===== src/rtl/mpc_sched_pkg.sv =====
// Shared types for the ADMM iteration scheduler: FSM states, stage indices
// and the residual/tolerance word.
package mpc_sched_pkg;

  localparam int SCHED_DATA_WIDTH = 16;
  localparam int SCHED_NUM_STAGES = 5;

  typedef logic [SCHED_DATA_WIDTH-1:0] resid_t;

  typedef enum logic [2:0] {
    ST_IDLE,
    ST_REQ,
    ST_REL,
    ST_CHECK,
    ST_DRAIN,
    ST_FINISH
  } sched_state_t;

  typedef enum logic [2:0] {
    STG_BACKWARD = 3'd0,
    STG_FORWARD  = 3'd1,
    STG_SLACK    = 3'd2,
    STG_DUAL     = 3'd3,
    STG_COST     = 3'd4
  } stage_idx_t;

endpackage


===== src/rtl/sched_watchdog.sv =====
// Phase watchdog: counts enabled cycles since the last clear and flags the
// cycle that reaches the loaded limit.
module sched_watchdog #(
  parameter int WIDTH = 16
) (
  input  logic             clk,
  input  logic             rst,
  input  logic             i_clear,
  input  logic             i_enable,
  input  logic [WIDTH-1:0] i_limit,
  output logic             o_expired
);

  logic [WIDTH-1:0] r_count;
  logic             w_at_limit;

  // r_count holds cycles already spent, so the limit-th cycle sees limit-1.
  assign w_at_limit = (r_count == i_limit - WIDTH'(1));
  assign o_expired  = i_enable && w_at_limit;

  always_ff @(posedge clk or posedge rst) begin
    if (rst) begin
      r_count <= '0;
    end else if (i_clear) begin
      r_count <= '0;
    end else if (i_enable && !w_at_limit) begin
      r_count <= r_count + WIDTH'(1);
    end
  end

endmodule


===== src/rtl/admm_iteration_scheduler.sv =====
// Sequences the five ADMM stage engines each iteration and decides after
// every iteration whether the solve has converged, hit max_iter or failed.
module admm_iteration_scheduler
  import mpc_sched_pkg::*;
#(
  parameter int DATA_WIDTH     = SCHED_DATA_WIDTH,
  parameter int ITER_WIDTH     = 16,
  parameter int NUM_STAGES     = SCHED_NUM_STAGES,
  parameter int TIMEOUT_CYCLES = 65535
) (
  input  logic                  clk,
  input  logic                  rst,
  input  logic                  i_solve_start,
  input  logic                  i_abort,
  input  logic [ITER_WIDTH-1:0] i_max_iter,
  input  logic [DATA_WIDTH-1:0] i_tol_pri,
  input  logic [DATA_WIDTH-1:0] i_tol_dual,
  output logic [NUM_STAGES-1:0] o_stage_start,
  input  logic [NUM_STAGES-1:0] i_stage_done,
  input  logic [DATA_WIDTH-1:0] i_pri_res_u,
  input  logic [DATA_WIDTH-1:0] i_pri_res_x,
  input  logic [DATA_WIDTH-1:0] i_dual_res,
  output logic                  o_busy,
  output logic                  o_done,
  output logic                  o_converged,
  output logic                  o_timeout_err,
  output logic [ITER_WIDTH-1:0] o_iter_count,
  output logic [2:0]            o_cur_stage
);

  localparam int WD_WIDTH = $clog2(TIMEOUT_CYCLES + 1);

  sched_state_t          r_state;
  sched_state_t          w_state_next;
  stage_idx_t            r_stage;
  stage_idx_t            w_stage_next;
  logic [ITER_WIDTH-1:0] r_max_iter;
  logic [DATA_WIDTH-1:0] r_tol_pri;
  logic [DATA_WIDTH-1:0] r_tol_dual;
  logic [ITER_WIDTH-1:0] r_iter;
  logic                  r_busy;
  logic                  r_done;
  logic                  r_converged;
  logic                  r_timeout_err;

  logic w_accept;
  logic w_iter_inc;
  logic w_set_conv;
  logic w_set_timeout;
  logic w_res_ok;
  logic w_wd_clear;
  logic w_wd_enable;
  logic w_wd_expired;

  assign w_res_ok = (i_pri_res_u <= r_tol_pri) && (i_pri_res_x <= r_tol_pri) &&
                    (i_dual_res <= r_tol_dual);

  // Each handshake phase gets a fresh budget on entry.
  assign w_wd_clear  = (w_state_next != r_state);
  assign w_wd_enable = (r_state == ST_REQ) || (r_state == ST_REL) || (r_state == ST_DRAIN);

  sched_watchdog #(
    .WIDTH(WD_WIDTH)
  ) u_watchdog (
    .clk      (clk),
    .rst      (rst),
    .i_clear  (w_wd_clear),
    .i_enable (w_wd_enable),
    .i_limit  (WD_WIDTH'(TIMEOUT_CYCLES)),
    .o_expired(w_wd_expired)
  );

  always_comb begin
    w_state_next  = r_state;
    w_stage_next  = r_stage;
    w_accept      = 1'b0;
    w_iter_inc    = 1'b0;
    w_set_conv    = 1'b0;
    w_set_timeout = 1'b0;
    unique case (r_state)
      ST_IDLE: begin
        if (i_solve_start) begin
          w_accept     = 1'b1;
          w_stage_next = STG_BACKWARD;
          w_state_next = (i_max_iter == '0) ? ST_FINISH : ST_REQ;
        end
      end
      ST_REQ: begin
        if (i_abort) begin
          w_state_next = ST_DRAIN;
        end else if (w_wd_expired) begin
          w_set_timeout = 1'b1;
          w_state_next  = ST_FINISH;
        end else if (i_stage_done[r_stage]) begin
          w_state_next = ST_REL;
        end
      end
      ST_REL: begin
        if (i_abort) begin
          w_state_next = ST_DRAIN;
        end else if (w_wd_expired) begin
          w_set_timeout = 1'b1;
          w_state_next  = ST_FINISH;
        end else if (!i_stage_done[r_stage]) begin
          if (r_stage == STG_COST) begin
            w_iter_inc   = 1'b1;
            w_state_next = ST_CHECK;
          end else begin
            w_stage_next = stage_idx_t'(r_stage + 3'd1);
            w_state_next = ST_REQ;
          end
        end
      end
      ST_CHECK: begin
        if (i_abort) begin
          w_state_next = ST_DRAIN;
        end else if (w_res_ok) begin
          w_set_conv   = 1'b1;
          w_state_next = ST_FINISH;
        end else if (r_iter == r_max_iter) begin
          w_state_next = ST_FINISH;
        end else begin
          w_stage_next = STG_BACKWARD;
          w_state_next = ST_REQ;
        end
      end
      ST_DRAIN: begin
        if (w_wd_expired) begin
          w_set_timeout = 1'b1;
          w_state_next  = ST_FINISH;
        end else if (i_stage_done == '0) begin
          w_state_next = ST_FINISH;
        end
      end
      ST_FINISH: w_state_next = ST_IDLE;
      default:   w_state_next = ST_IDLE;
    endcase
  end

  always_ff @(posedge clk or posedge rst) begin
    if (rst) begin
      r_state       <= ST_IDLE;
      r_stage       <= STG_BACKWARD;
      r_max_iter    <= '0;
      r_tol_pri     <= '0;
      r_tol_dual    <= '0;
      r_iter        <= '0;
      r_busy        <= 1'b0;
      r_done        <= 1'b0;
      r_converged   <= 1'b0;
      r_timeout_err <= 1'b0;
    end else begin
      r_state <= w_state_next;
      r_stage <= w_stage_next;
      r_done  <= (r_state == ST_FINISH);
      if (w_accept) begin
        r_max_iter    <= i_max_iter;
        r_tol_pri     <= i_tol_pri;
        r_tol_dual    <= i_tol_dual;
        r_iter        <= '0;
        r_busy        <= 1'b1;
        r_converged   <= 1'b0;
        r_timeout_err <= 1'b0;
      end else begin
        if (r_state == ST_FINISH) begin
          r_busy <= 1'b0;
        end
        if (w_iter_inc && (r_iter != r_max_iter)) begin
          r_iter <= r_iter + ITER_WIDTH'(1);
        end
        if (w_set_conv) begin
          r_converged <= 1'b1;
        end
        if (w_set_timeout) begin
          r_timeout_err <= 1'b1;
        end
      end
    end
  end

  // Start is decoded from the state register so an async reset drops it at once.
  assign o_stage_start = (r_state == ST_REQ) ? (NUM_STAGES'(1) << r_stage) : '0;
  assign o_cur_stage   = ((r_state == ST_IDLE) || (r_state == ST_FINISH)) ? 3'd0 : 3'(r_stage);
  assign o_busy        = r_busy;
  assign o_done        = r_done;
  assign o_converged   = r_converged;
  assign o_timeout_err = r_timeout_err;
  assign o_iter_count  = r_iter;

endmodule


===== config.mk =====
export PLATFORM = sky130hd
export DESIGN_NAME = admm_iteration_scheduler
export DESIGN_NICKNAME = d
export VERILOG_FILES = /design/src/rtl/mpc_sched_pkg.sv /design/src/rtl/sched_watchdog.sv /design/src/rtl/admm_iteration_scheduler.sv
export SDC_FILE = /design/constraint.sdc
export NUM_CORES = 1
export LEC_CHECK = 0
export BUFFER_PORTS_ARGS = -buffer_cell sky130_fd_sc_hd__buf_2
export CAP_MARGIN = 40
export CORE_UTILIZATION = 49
export CTS_BUF_LIST = sky130_fd_sc_hd__clkbuf_16
export DETAILED_ROUTE_END_ITERATION = 10
export PLACE_DENSITY_LB_ADDON = 0.25
export SLEW_MARGIN = 20
export SYNTH_ARGS = -nofsm -noshare
export SYNTH_HDL_FRONTEND = slang
export SYNTH_SLANG_ARGS = --single-unit

===== constraint.sdc =====
create_clock -name clk -period 2.81 [get_ports clk]
set_clock_uncertainty 0.2 [all_clocks]
set_input_delay 0.1405 -clock clk [delete_from_list [all_inputs] [get_ports clk]]
set_output_delay 0.1405 -clock clk [all_outputs]
set_load 0.02 [all_outputs]

==> impl_metrics.py, run 1 <==
metrics = {
    "drt": {
        "avgViaCountPerCell": 5.41,
        "vias": 5003,
        "wl_mm": 14.1,
        "drt_iter0_markers": 298,
        "drc": 0,
        "dr.pass1.iters": 5,
        "routedWlPerCell_um": 15.3,
        "ant_nets": 0,
    },
    "cts": {
        "cts_tree": "built",
        "post_cts_buffers": 0,
        "clk_latency_ps": 340,
        "clock_sinks": 90,
        "clk_pin_slew_ps": 70,
        "clockBufferDepth": 2,
        "cts_made_buffers": 9,
        "root_buffer": "clkbuf_16",
        "htreeDepth": 3,
    },
    "hold_path": {
        "hold_depth": 3,
        "hp-class": "in2reg",
        "holdCritStartpoint": "i_solve_start",
        "hold_end": "o_busy",
    },
    "timing": {
        "final.setup.worst_slack_ps": 122,
        "setup_violations": 0,
        "fin_crit_ps": 2690,
        "hold_viol_final": 0,
        "fin_crit_sh_pct": 95.7,
        "fin_setup_tns_ps": 0,
        "worstMarginPinSlew_ps": 539,
        "max_freq_mhz": 372,
        "hold_slack_ps": 6.57,
        "rsz0062_at_grt": "yes",
        "slew_headroom_pct": 63.8,
        "slew_viol_final": 0,
    },
    "floorplanning": {
        "die_area_um2": 11700,
        "die_h_um": 108,
        "coreArea_um2": 10900,
        "io_pins": 133,
        "start_util_pct": 50.6,
        "num_rows": 38,
        "die_w_um": 108,
    },
    "logic_synthesis": {
        "ys_warn_count": 0,
        "syn-num-nets": 748,
        "syn_inst": 587,
        "async_flop_share_pct": 100,
        "synth_area_um2": 5510,
        "synth_ff_type": "dfrtp_1",
        "synth_edf_count": 0,
        "synth_cell_types": 56,
        "ys_ff_latch": 90,
        "ys_seq_area_share_pct": 40.9,
        "avgSynthCellArea_um2": 9.39,
    },
    "placed_design": {
        "placed_area_um2": 6430,
        "place_worst_setup_slack_ps": 50.7,
        "gp_congestion": 0.865,
        "dp.cells": 859,
        "port_buffers": 132,
        "place_hpwl_mm": 10.4,
    },
    "pwr": {
        "ir_drop_uv": 438,
        "power.density_nw_per_um2": 778,
        "total_power_mw": 5.68,
        "power.leakage_nw": 3.45,
    },
    "worst_setup_path": {
        "timing_worst_setup_path_type": "reg2reg",
        "cp.arrival_ps": 2750,
        "crit_slowest_cell": "or3_1",
        "reg2reg_to": "o_iter_count[10]",
        "reg2regPathDepth": 6,
        "worstReg2RegStart": "r_state[2]",
        "crit_chain": "or3b_4 -> a311o_1 -> a211oi_2 -> nand4b_1 -> or3_1 -> a21oi_1",
        "critPathMaxStageDelay_ps": 440,
        "worstPathMaxFanout": 10,
        "reg2reg_slack_ps": 120,
        "cp-start-kind": "flip-flop",
        "endpoint_kind": "flip-flop",
        "cp.required_ps": 2870,
    },
    "grt": {
        "grt_pass1_vias": 5183,
        "busiest_layer": "met2",
        "grt_util_met1_pct": 33.9,
        "grt_first_pass_wirelength_mm": 23.7,
        "met3_usage_pct": 4.58,
        "groute.usage.overall_pct": 25.9,
        "grt_use_met2_pct": 42.3,
        "antenna_found_initial": 0,
        "grt.overflow.total": 0,
        "grt_max_degree": 69,
    },
    "outcome": {
        "status": "complete, no violations",
    },
    "finish": {
        "nFillCells": 814,
        "final_common_cell": "buf_2",
        "final-instance-count-excl-fill": 925,
        "mostFrequentLayoutCells": "buf_2, dfrtp_1, nand2_1",
        "n_antenna_cell": 0,
        "layout.nets": 941,
        "syn_to_final_growth_pct": 32.5,
        "fin_util_pct": 67.1,
        "final_area_um2": 7310,
        "ff_latch_area_um2": 2250,
        "multi_input_area_um2": 3030,
        "drive_above_1_share_pct": 25.1,
    },
    "run": {
        "cap_violations": 0,
    },
}
[worst max-delay path: cells and delay by family, from the launching register on]
kind / cells / cell delay [ps]
flops: 1 / 380
compound gates: 3 / 790
simple gates: 3 / 1230
[Yosys cell counts, types with 5 or more instances]
library cell | n | share of area [%]
a21o_1 | 5 | 0.68
a21oi_1 | 30 | 2.7
clkbuf_1 | 12 | 0.82
dfrtp_1 | 90 | 41
ha_1 | 56 | 13
inv_1 | 48 | 3.3
mux2_2 | 19 | 3.9
nand2_1 | 59 | 4.0
nand3_1 | 20 | 1.8
nand4_1 | 22 | 2.5
nor2_1 | 34 | 2.3
nor2b_1 | 5 | 0.57
nor3_1 | 22 | 2.0
nor4_1 | 8 | 0.91
o211ai_1 | 5 | 0.68
o21ai_0 | 46 | 4.2
or3_1 | 8 | 0.91
xnor2_1 | 34 | 5.4
xor2_1 | 8 | 1.3
[worst max path at each step]
stage | startpoint | endpoint | slack (ps) | cells after the start
detailed placement | r_tol_pri[14] | u_watchdog.r_count[1] | 50 | 9
global placement | r_state[2] | o_iter_count[15] | 160 | 7
CTS | r_tol_pri[14] | u_watchdog.r_count[1] | 60 | 9
global route | r_state[2] | o_iter_count[8] | -7 | 6
floorplan | rst | o_busy | 130 | 1
finish | r_state[2] | o_iter_count[10] | 120 | 6
[final cells by class]
cell class              count  share of cell area (%)
clock inverters             7                    1.70
inverters                  48                    2.48
repair buffers            199                    18.0
clock buffers               9                    3.08
well taps                 140                    2.40
multi-input cells         432                    41.5
flip-flops and latches     90                    30.8
[what timing repair did]
item,in CTS,in global routing
resized for setup,0,7
hold endpoints to repair,71,0
setup endpoints to repair,0,17
hold buffers,50,0
[flip-flops by register name (all words and copies together), names as in the netlist, 3 cells and up]
| signal | count |
|---|---|
| o_iter_count | 16 |
| r_stage | 3 |
| r_tol_pri | 16 |
| u_watchdog.r_count | 16 |
| r_tol_dual | 16 |
| r_max_iter | 16 |
| r_state | 3 |
[layer usage]
layer	up-vias	routed length (µm)	part of all wire, %
li1	2461	-	-
met1	2380	6460	46
met2	128	6730	48
met3	34	559	4.0
met4	0	374	2.6
met5	-	0	0
[logic make-up (layout without fill, tap and decap cells)]
group,after synthesis,count (layout),synth area share (%)
AO/OA/AOI/OAI,108,108,11.8
XOR/XNOR,42,42,6.67
adder cells (fa/ha/maj),56,56,12.7
buffers and inverters,65,263,4.74
flip-flops,90,90,40.9
multiplexers,22,22,4.52
AND/OR/NAND/NOR,204,204,18.7
[power by group]
| part | internal [mW] | switching, mW | total [mW] |
|---|---|---|---|
| Combinational | 1.03 | 1.38 | 2.40 |
| Clock | 0.879 | 0.536 | 1.42 |
| Sequential | 1.68 | 0.185 | 1.86 |
(Power assumes the default switching activity.)
==> run 2: changes to the inputs <==
--- a/config.mk
+++ b/config.mk
@@ -10,6 +10,7 @@
 export CORE_UTILIZATION = 49
 export CTS_BUF_LIST = sky130_fd_sc_hd__clkbuf_16
 export DETAILED_ROUTE_END_ITERATION = 10
+export GPL_TIMING_DRIVEN = 0
 export PLACE_DENSITY_LB_ADDON = 0.25
 export SLEW_MARGIN = 20
 export SYNTH_ARGS = -nofsm -noshare
==> run 2 against run 1 <==
Effect of this change: maximum frequency fell by 3.9%; hold slack gained 5.2 ps; sequential share of layout area down 0.061 points; total power shrank 0.88%; clock power down 11%; final area is 0.31% higher; routed wire length is 4.2% higher; register-to-register slack worse by 110 ps; setup slack got worse by 110 ps; first-iteration DRC count up 1.3%.
==> impl_metrics.py, run 2 (same netlist as run 1, synthesis figures left out) <==
metrics = {
    "grt": {
        "grt.overflow.total": 0,
        "groute.usage.overall_pct": 26.1,
        "grt_first_pass_wirelength_mm": 23.6,
        "antenna_found_initial": 0,
        "grt_pass1_vias": 5114,
        "grt_max_degree": 53,
    },
    "drt": {
        "wl_mm": 14.7,
        "routedWlPerCell_um": 15.7,
        "avgViaCountPerCell": 5.57,
        "vias": 5206,
        "dr.pass1.iters": 4,
        "drc": 0,
        "drt_iter0_markers": 302,
        "ant_nets": 0,
    },
    "cts": {
        "root_buffer": "clkbuf_16",
        "clockBufferDepth": 2,
        "htreeDepth": 3,
        "clock_sinks": 90,
        "clk_pin_slew_ps": 70,
        "cts_made_buffers": 9,
        "cts_tree": "built",
        "clk_latency_ps": 340,
    },
    "finish": {
        "final_common_cell": "buf_2",
        "final-instance-count-excl-fill": 935,
        "ff_latch_area_um2": 2250,
        "n_antenna_cell": 0,
        "final_area_um2": 7330,
        "multi_input_area_um2": 3050,
        "nFillCells": 831,
        "drive_above_1_share_pct": 25.5,
        "mostFrequentLayoutCells": "buf_2, dfrtp_1, nand2_1",
        "syn_to_final_growth_pct": 32.9,
        "layout.nets": 952,
    },
    "floorplanning": {
        "coreArea_um2": 10900,
        "num_rows": 38,
        "die_w_um": 108,
        "die_area_um2": 11700,
        "start_util_pct": 50.6,
        "io_pins": 133,
        "die_h_um": 108,
    },
    "worst_setup_path": {
        "worstPathMaxFanout": 10,
        "crit_start": "r_state[2]",
        "endpoint_kind": "flip-flop",
        "cp.required_ps": 2840,
        "cp.arrival_ps": 2820,
        "reg2regPathDepth": 9,
        "cp-start-kind": "flip-flop",
        "reg2reg_slack_ps": 10,
        "reg2reg_to": "o_iter_count[15]",
        "worstReg2RegStart": "r_state[2]",
        "timing_worst_setup_path_type": "reg2reg",
    },
    "placed_design": {
        "place_hpwl_mm": 10.7,
        "port_buffers": 132,
        "place_worst_setup_slack_ps": -205,
        "placed_area_um2": 6390,
        "gp_congestion": 0.837,
        "dp.cells": 862,
    },
    "hold_path": {
        "hold_end": "r_state[1]",
        "hold_depth": 3,
        "holdCritStartpoint": "i_abort",
        "hp-class": "in2reg",
    },
    "pwr": {
        "power.leakage_nw": 3.46,
        "total_power_mw": 5.63,
        "power.density_nw_per_um2": 769,
        "ir_drop_uv": 501,
    },
    "timing": {
        "slew_headroom_pct": 63.3,
        "fin_crit_ps": 2800,
        "setup_violations": 0,
        "hold_viol_final": 0,
        "fin_crit_sh_pct": 99.5,
        "final.setup.worst_slack_ps": 13.3,
        "slew_viol_final": 0,
        "rsz0062_at_grt": "yes",
        "worstMarginPinSlew_ps": 546,
        "max_freq_mhz": 358,
    },
    "run": {
        "cap_violations": 0,
    },
    "outcome": {
        "status": "complete, no violations",
    },
}
[run 2: changes by cell type in the layout (fill, tap and decap cells not counted), sizes merged]
cell / before / now
bufinv: 3 / 2
clkbuf: 9 / 21
clkinv: 3 / 2
clkinvlp: 0 / 1
dlygate4sd3: 50 / 49
[run 2: worst max path at each step]
stage / end / slack, ps
after floorplan: o_busy / 130
after global placement: r_max_iter[9] / -980
after detailed placement: u_watchdog.r_count[2] / -200
after CTS: o_iter_count[15] / 0.4
after global routing: u_watchdog.r_count[3] / -90
final: o_iter_count[15] / 10
[run 2: metrics by stage]
step                      utilization [%]  TNS (ps)  hold WS [ps]
after CTS                            66.2         0          4.26
after global placement               58.3    -91490           143
after global routing                 67.3      -545          34.2
after floorplan                         -         0          57.3
after detailed placement             58.7     -2030          28.8
final                                67.3         0          11.8
[run 2: per-layer routing]
metal	vias up	global-route usage [%]	part of all wire [%]
met3	34	3.62	5.0
met4	0	11.6	2.3
li1	2491	-	-
met1	2507	32.5	43
met5	-	0	0
met2	174	45.0	49
[run 2: critical path: stages, from the launching register on]
cell	delay [ps]
dfrtp_1	370
buf_6	140
or3b_4	400
a311o_1	330
a211oi_2	290
and2b_1	190
buf_6	120
and4_4	230
nand3_1	100
mux2_4	310
[run 2: layout make-up]
| class | instances | share of cell area [%] |
|---|---|---|
| clock buffers | 9 | 3.07 |
| clock inverters | 6 | 1.14 |
| repair buffers | 194 | 17.3 |
| plain buffers | 16 | 1.16 |
| flip-flops and latches | 90 | 30.8 |
| well taps | 140 | 2.39 |
| multi-input cells | 432 | 41.6 |
| inverters | 48 | 2.56 |
[run 2: repair_timing]
action | in CTS | in global routing
setup endpoints to repair | 17 | 25
hold endpoints to repair | 86 | 0
resized for setup | 5 | 17
pin swaps | 1 | 6
hold buffers | 49 | 0
setup buffers | 0 | 10
[run 2: report_power, final]
part / internal, mW / switching [mW] / leakage [nW]
Clock: 0.770 / 0.499 / 0.150
Combinational: 1.04 / 1.44 / 2.16
Sequential: 1.68 / 0.205 / 1.16
Total: 3.49 / 2.14 / 3.46
==> run 3: changes to the inputs <==
--- a/config.mk
+++ b/config.mk
@@ -7,7 +7,7 @@
 export LEC_CHECK = 0
 export BUFFER_PORTS_ARGS = -buffer_cell sky130_fd_sc_hd__buf_2
 export CAP_MARGIN = 40
-export CORE_UTILIZATION = 49
+export CORE_UTILIZATION = 50
 export CTS_BUF_LIST = sky130_fd_sc_hd__clkbuf_16
 export DETAILED_ROUTE_END_ITERATION = 10
 export GPL_TIMING_DRIVEN = 0
@@ -15,4 +15,5 @@
 export SLEW_MARGIN = 20
 export SYNTH_ARGS = -nofsm -noshare
 export SYNTH_HDL_FRONTEND = slang
+export SYNTH_HIERARCHICAL = 1
 export SYNTH_SLANG_ARGS = --single-unit
==> run 3 against run 2 <==
Effect of this change: the run now ends with setup timing left; final area increased by 17%; highest routed layer unchanged; routed wire length grew 20%; hold slack improved by 90 ps; synthesized cell count is 19% higher; cell count rose by 21%; setup slack got worse by 660 ps; clock-buffer cell count unchanged; largest power group unchanged; core utilization up 3.5 points; first-iteration DRC count rose by 64%.
==> impl_metrics.py, run 3 <==
metrics = {
    "outcome": {
        "status": "complete, but fails checks",
        "violations": "setup timing",
    },
    "pwr": {
        "p_int_mw": 3.53,
        "p_sw_mw": 2.26,
        "power_frac_comb_pct": 47.0,
        "power.leakage_nw": 4.01,
        "seqPwrFrac_pct": 32.9,
        "ir_drop_uv": 420,
        "clkPwrFrac_pct": 20.1,
        "power.density_nw_per_um2": 675,
        "total_power_mw": 5.79,
        "p_sw_share_pct": 39.1,
    },
    "drt": {
        "ant_nets": 0,
        "avgViaCountPerCell": 5.44,
        "wl_mm": 17.7,
        "routedWlPerCell_um": 15.6,
        "drc": 0,
        "vias": 6168,
        "dr.pass1.iters": 5,
        "drt_iter0_markers": 494,
    },
    "cts": {
        "htreeDepth": 3,
        "clk_latency_ps": 360,
        "clk_pin_slew_ps": 70,
        "clockBufferDepth": 2,
        "cts_tree": "built",
        "clock_sinks": 90,
        "cts_made_buffers": 9,
        "root_buffer": "clkbuf_16",
    },
    "floorplanning": {
        "die_w_um": 114,
        "die_area_um2": 13000,
        "die_h_um": 114,
        "num_rows": 40,
        "io_pins": 133,
        "coreArea_um2": 12100,
        "start_util_pct": 51.8,
    },
    "finish": {
        "drive_above_1_share_pct": 27.6,
        "nFillCells": 960,
        "layout.nets": 1121,
        "final-instance-count-excl-fill": 1133,
        "syn_to_final_growth_pct": 36.7,
        "final_common_cell": "buf_2",
        "n_antenna_cell": 0,
        "fin_util_pct": 70.8,
        "mostFrequentLayoutCells": "buf_2, dfrtp_1, nand2_1",
    },
    "timing": {
        "slew_viol_final": 0,
        "hold_viol_final": 0,
        "fin_crit_sh_pct": 123,
        "worstMarginPinSlew_ps": 665,
        "max_freq_mhz": 289,
        "rsz0062_at_grt": "yes",
        "setup_violations": 29,
        "slew_headroom_pct": 55.5,
        "hold_slack_ps": 102,
        "fin_crit_ps": 3460,
        "final.setup.worst_slack_ps": -650,
    },
    "grt": {
        "grt_first_pass_wirelength_mm": 28.0,
        "grt_pass1_vias": 6008,
        "antenna_found_initial": 0,
        "grt_max_degree": 47,
        "grt.overflow.total": 0,
        "groute.usage.overall_pct": 27.6,
    },
    "logic_synthesis": {
        "synth_area_um2": 6270,
        "synth_edf_count": 0,
        "ys_warn_count": 6,
        "avgSynthCellArea_um2": 9.01,
        "synthTopCellsByCount": "dfrtp_1, nand2_1, o21ai_0, ha_1, inv_1",
        "yosysTopAreaCell": "dfrtp_1",
        "synth_top_area_share_pct": 35.9,
        "synth_most_common_cell": "dfrtp_1",
        "syn_inst": 696,
        "synth_cell_types": 69,
        "async_flop_share_pct": 100,
        "ys_seq_area_share_pct": 35.9,
        "synth_ff_type": "dfrtp_1",
        "yosys-top-cells-area": "dfrtp_1, ha_1, o21ai_0, xor2_1, a21oi_1",
        "ys_ff_latch": 90,
    },
    "worst_setup_path": {
        "cp.required_ps": 2850,
        "endpoint_kind": "flip-flop",
        "crit_slowest_cell": "dfrtp_2",
        "critPathMaxStageDelay_ps": 430,
        "cp_num_buf_inv": 1,
        "cpLargestDelayFamily": "compound AO/OA/AOI/OAI gates",
        "cp-start-kind": "flip-flop",
        "crit_top_cell": "a211oi_2",
        "timing_worst_setup_path_type": "reg2reg",
        "crit_chain": "xnor2_1 -> a211oi_2 -> o211ai_1 -> nor4_2 -> nand4b_1 -> nor3_2 -> and4b_2 -> o22ai_2 -> a311oi_2 -> a211oi_2 -> o221a_2 -> o21ai_4 -> buf_8 -> nor2_1 -> mux2_4",
        "worstPathMaxFanout": 5,
        "cp.arrival_ps": 3500,
    },
    "placed_design": {
        "dp.cells": 1044,
        "gp_congestion": 0.871,
        "place_hpwl_mm": 12.0,
        "port_buffers": 132,
    },
    "hold_path": {
        "hp-class": "in2reg",
    },
    "run": {
        "cap_violations": 0,
    },
}
[run 3: cell types whose count changed after synthesis, moves of 10 or more]
cell / delta
xnor2_1: -20
o21ai_0: +11
xor2_1: +21
a21oi_1: +20
o31ai_1: +10
clkbuf_1: +10
nor3_1: -11
[run 3: area by class of cell]
| class | count | area (µm²) | share of cell area, % |
|---|---|---|---|
| inverter | 54 | 205 | 2.39 |
| tap | 168 | 210 | 2.45 |
| timing repair buffer | 209 | 1390 | 16.2 |
| buffer | 27 | 191 | 2.23 |
| sequential | 90 | 2260 | 26.4 |
| clock inverter | 7 | 51.3 | 0.598 |
| multi-input combinational | 569 | 4040 | 47.1 |
| clock buffer | 9 | 225 | 2.63 |
[run 3: stage by stage]
step | setup slack, ps | area (µm²) | setup TNS, ps
finish | -650 | 8570 | -11100
global route | -824 | 8570 | -16970
CTS | -566 | 8320 | -8550
detailed placement | -742 | 7370 | -13040
global placement | -714 | 7340 | -45570
floorplan | -277 | 6470 | -3240
[run 3: worst paths after layout]
| path | start | to | slack (ps) | depth (start not counted) |
|---|---|---|---|---|
| setup / recovery | u_watchdog/r_count[0] | u_watchdog/r_count[12] | -650 | 15 |
| hold / removal | i_stage_done[0] | r_state[0] | 100 | 5 |
| setup reg to reg | u_watchdog/r_count[0] | u_watchdog/r_count[12] | -650 | 15 |
| hold reg to reg | o_timeout_err | o_timeout_err | 310 | 2 |
| max in group asynchronous | rst | r_tol_dual[10] | 1700 | 4 |
| min in group asynchronous | rst | r_tol_pri[5] | 150 | 3 |
[run 3: what timing repair did]
| action | in CTS | in global routing |
|---|---|---|
| pin swaps | 3 | 17 |
| endpoints found under the setup margin | 30 | 37 |
| cloned | 1 | 2 |
| setup buffers | 13 | 10 |
| hold buffers | 50 | 0 |
| gates resized for setup | 22 | 61 |
| hold endpoints to repair | 139 | 0 |
[run 3: cells by family (layout without fill, tap and decap cells)]
kind of cell | count (synthesis) | after routing | share of synthesized area (%)
AND/OR/NAND/NOR | 232 | 232 | 20.9
AO/OA/AOI/OAI | 161 | 161 | 15.2
flip-flops | 90 | 90 | 35.9
buffers and inverters | 84 | 306 | 5.56
adder cells (fa/ha/maj) | 57 | 57 | 11.3
XOR/XNOR | 43 | 43 | 6.00
multiplexers | 28 | 28 | 5.11
other | 1 | 48 | 0.0598
[run 3: worst reg2reg max path: stages, from the launching register on]
cell and delay [ps]:
dfrtp_2 430, xnor2_1 140, a211oi_2 150, o211ai_1 180, nor4_2 320, nand4b_1 140, nor3_2 170, and4b_2 300
o22ai_2 100, a311oi_2 270, a211oi_2 80, o221a_2 300, o21ai_4 110, buf_8 150, nor2_1 40, mux2_4 260
[run 3: layer usage]
metal  share of wire (%)  vias to the layer above  wire [µm]  GRT usage, %
li1                    -                     3003          -             -
met1                  43                     2898       7550          34.9
met2                  48                      216       8470          45.0
met3                 5.8                       51       1020          5.69
met4                 3.6                        0        636          13.5
met5                   0                        -          0             0
[run 3: power groups by stage]
stage | clock, mW | sequential, mW | combinational, mW
after floorplan | 0 | 1.86 | 1.79
after global placement | 0 | 1.89 | 2.31
after detailed placement | 0 | 1.91 | 2.37
after CTS | 1.18 | 1.89 | 2.60
after global routing | 1.23 | 1.94 | 3.03
final | 1.17 | 1.90 | 2.72
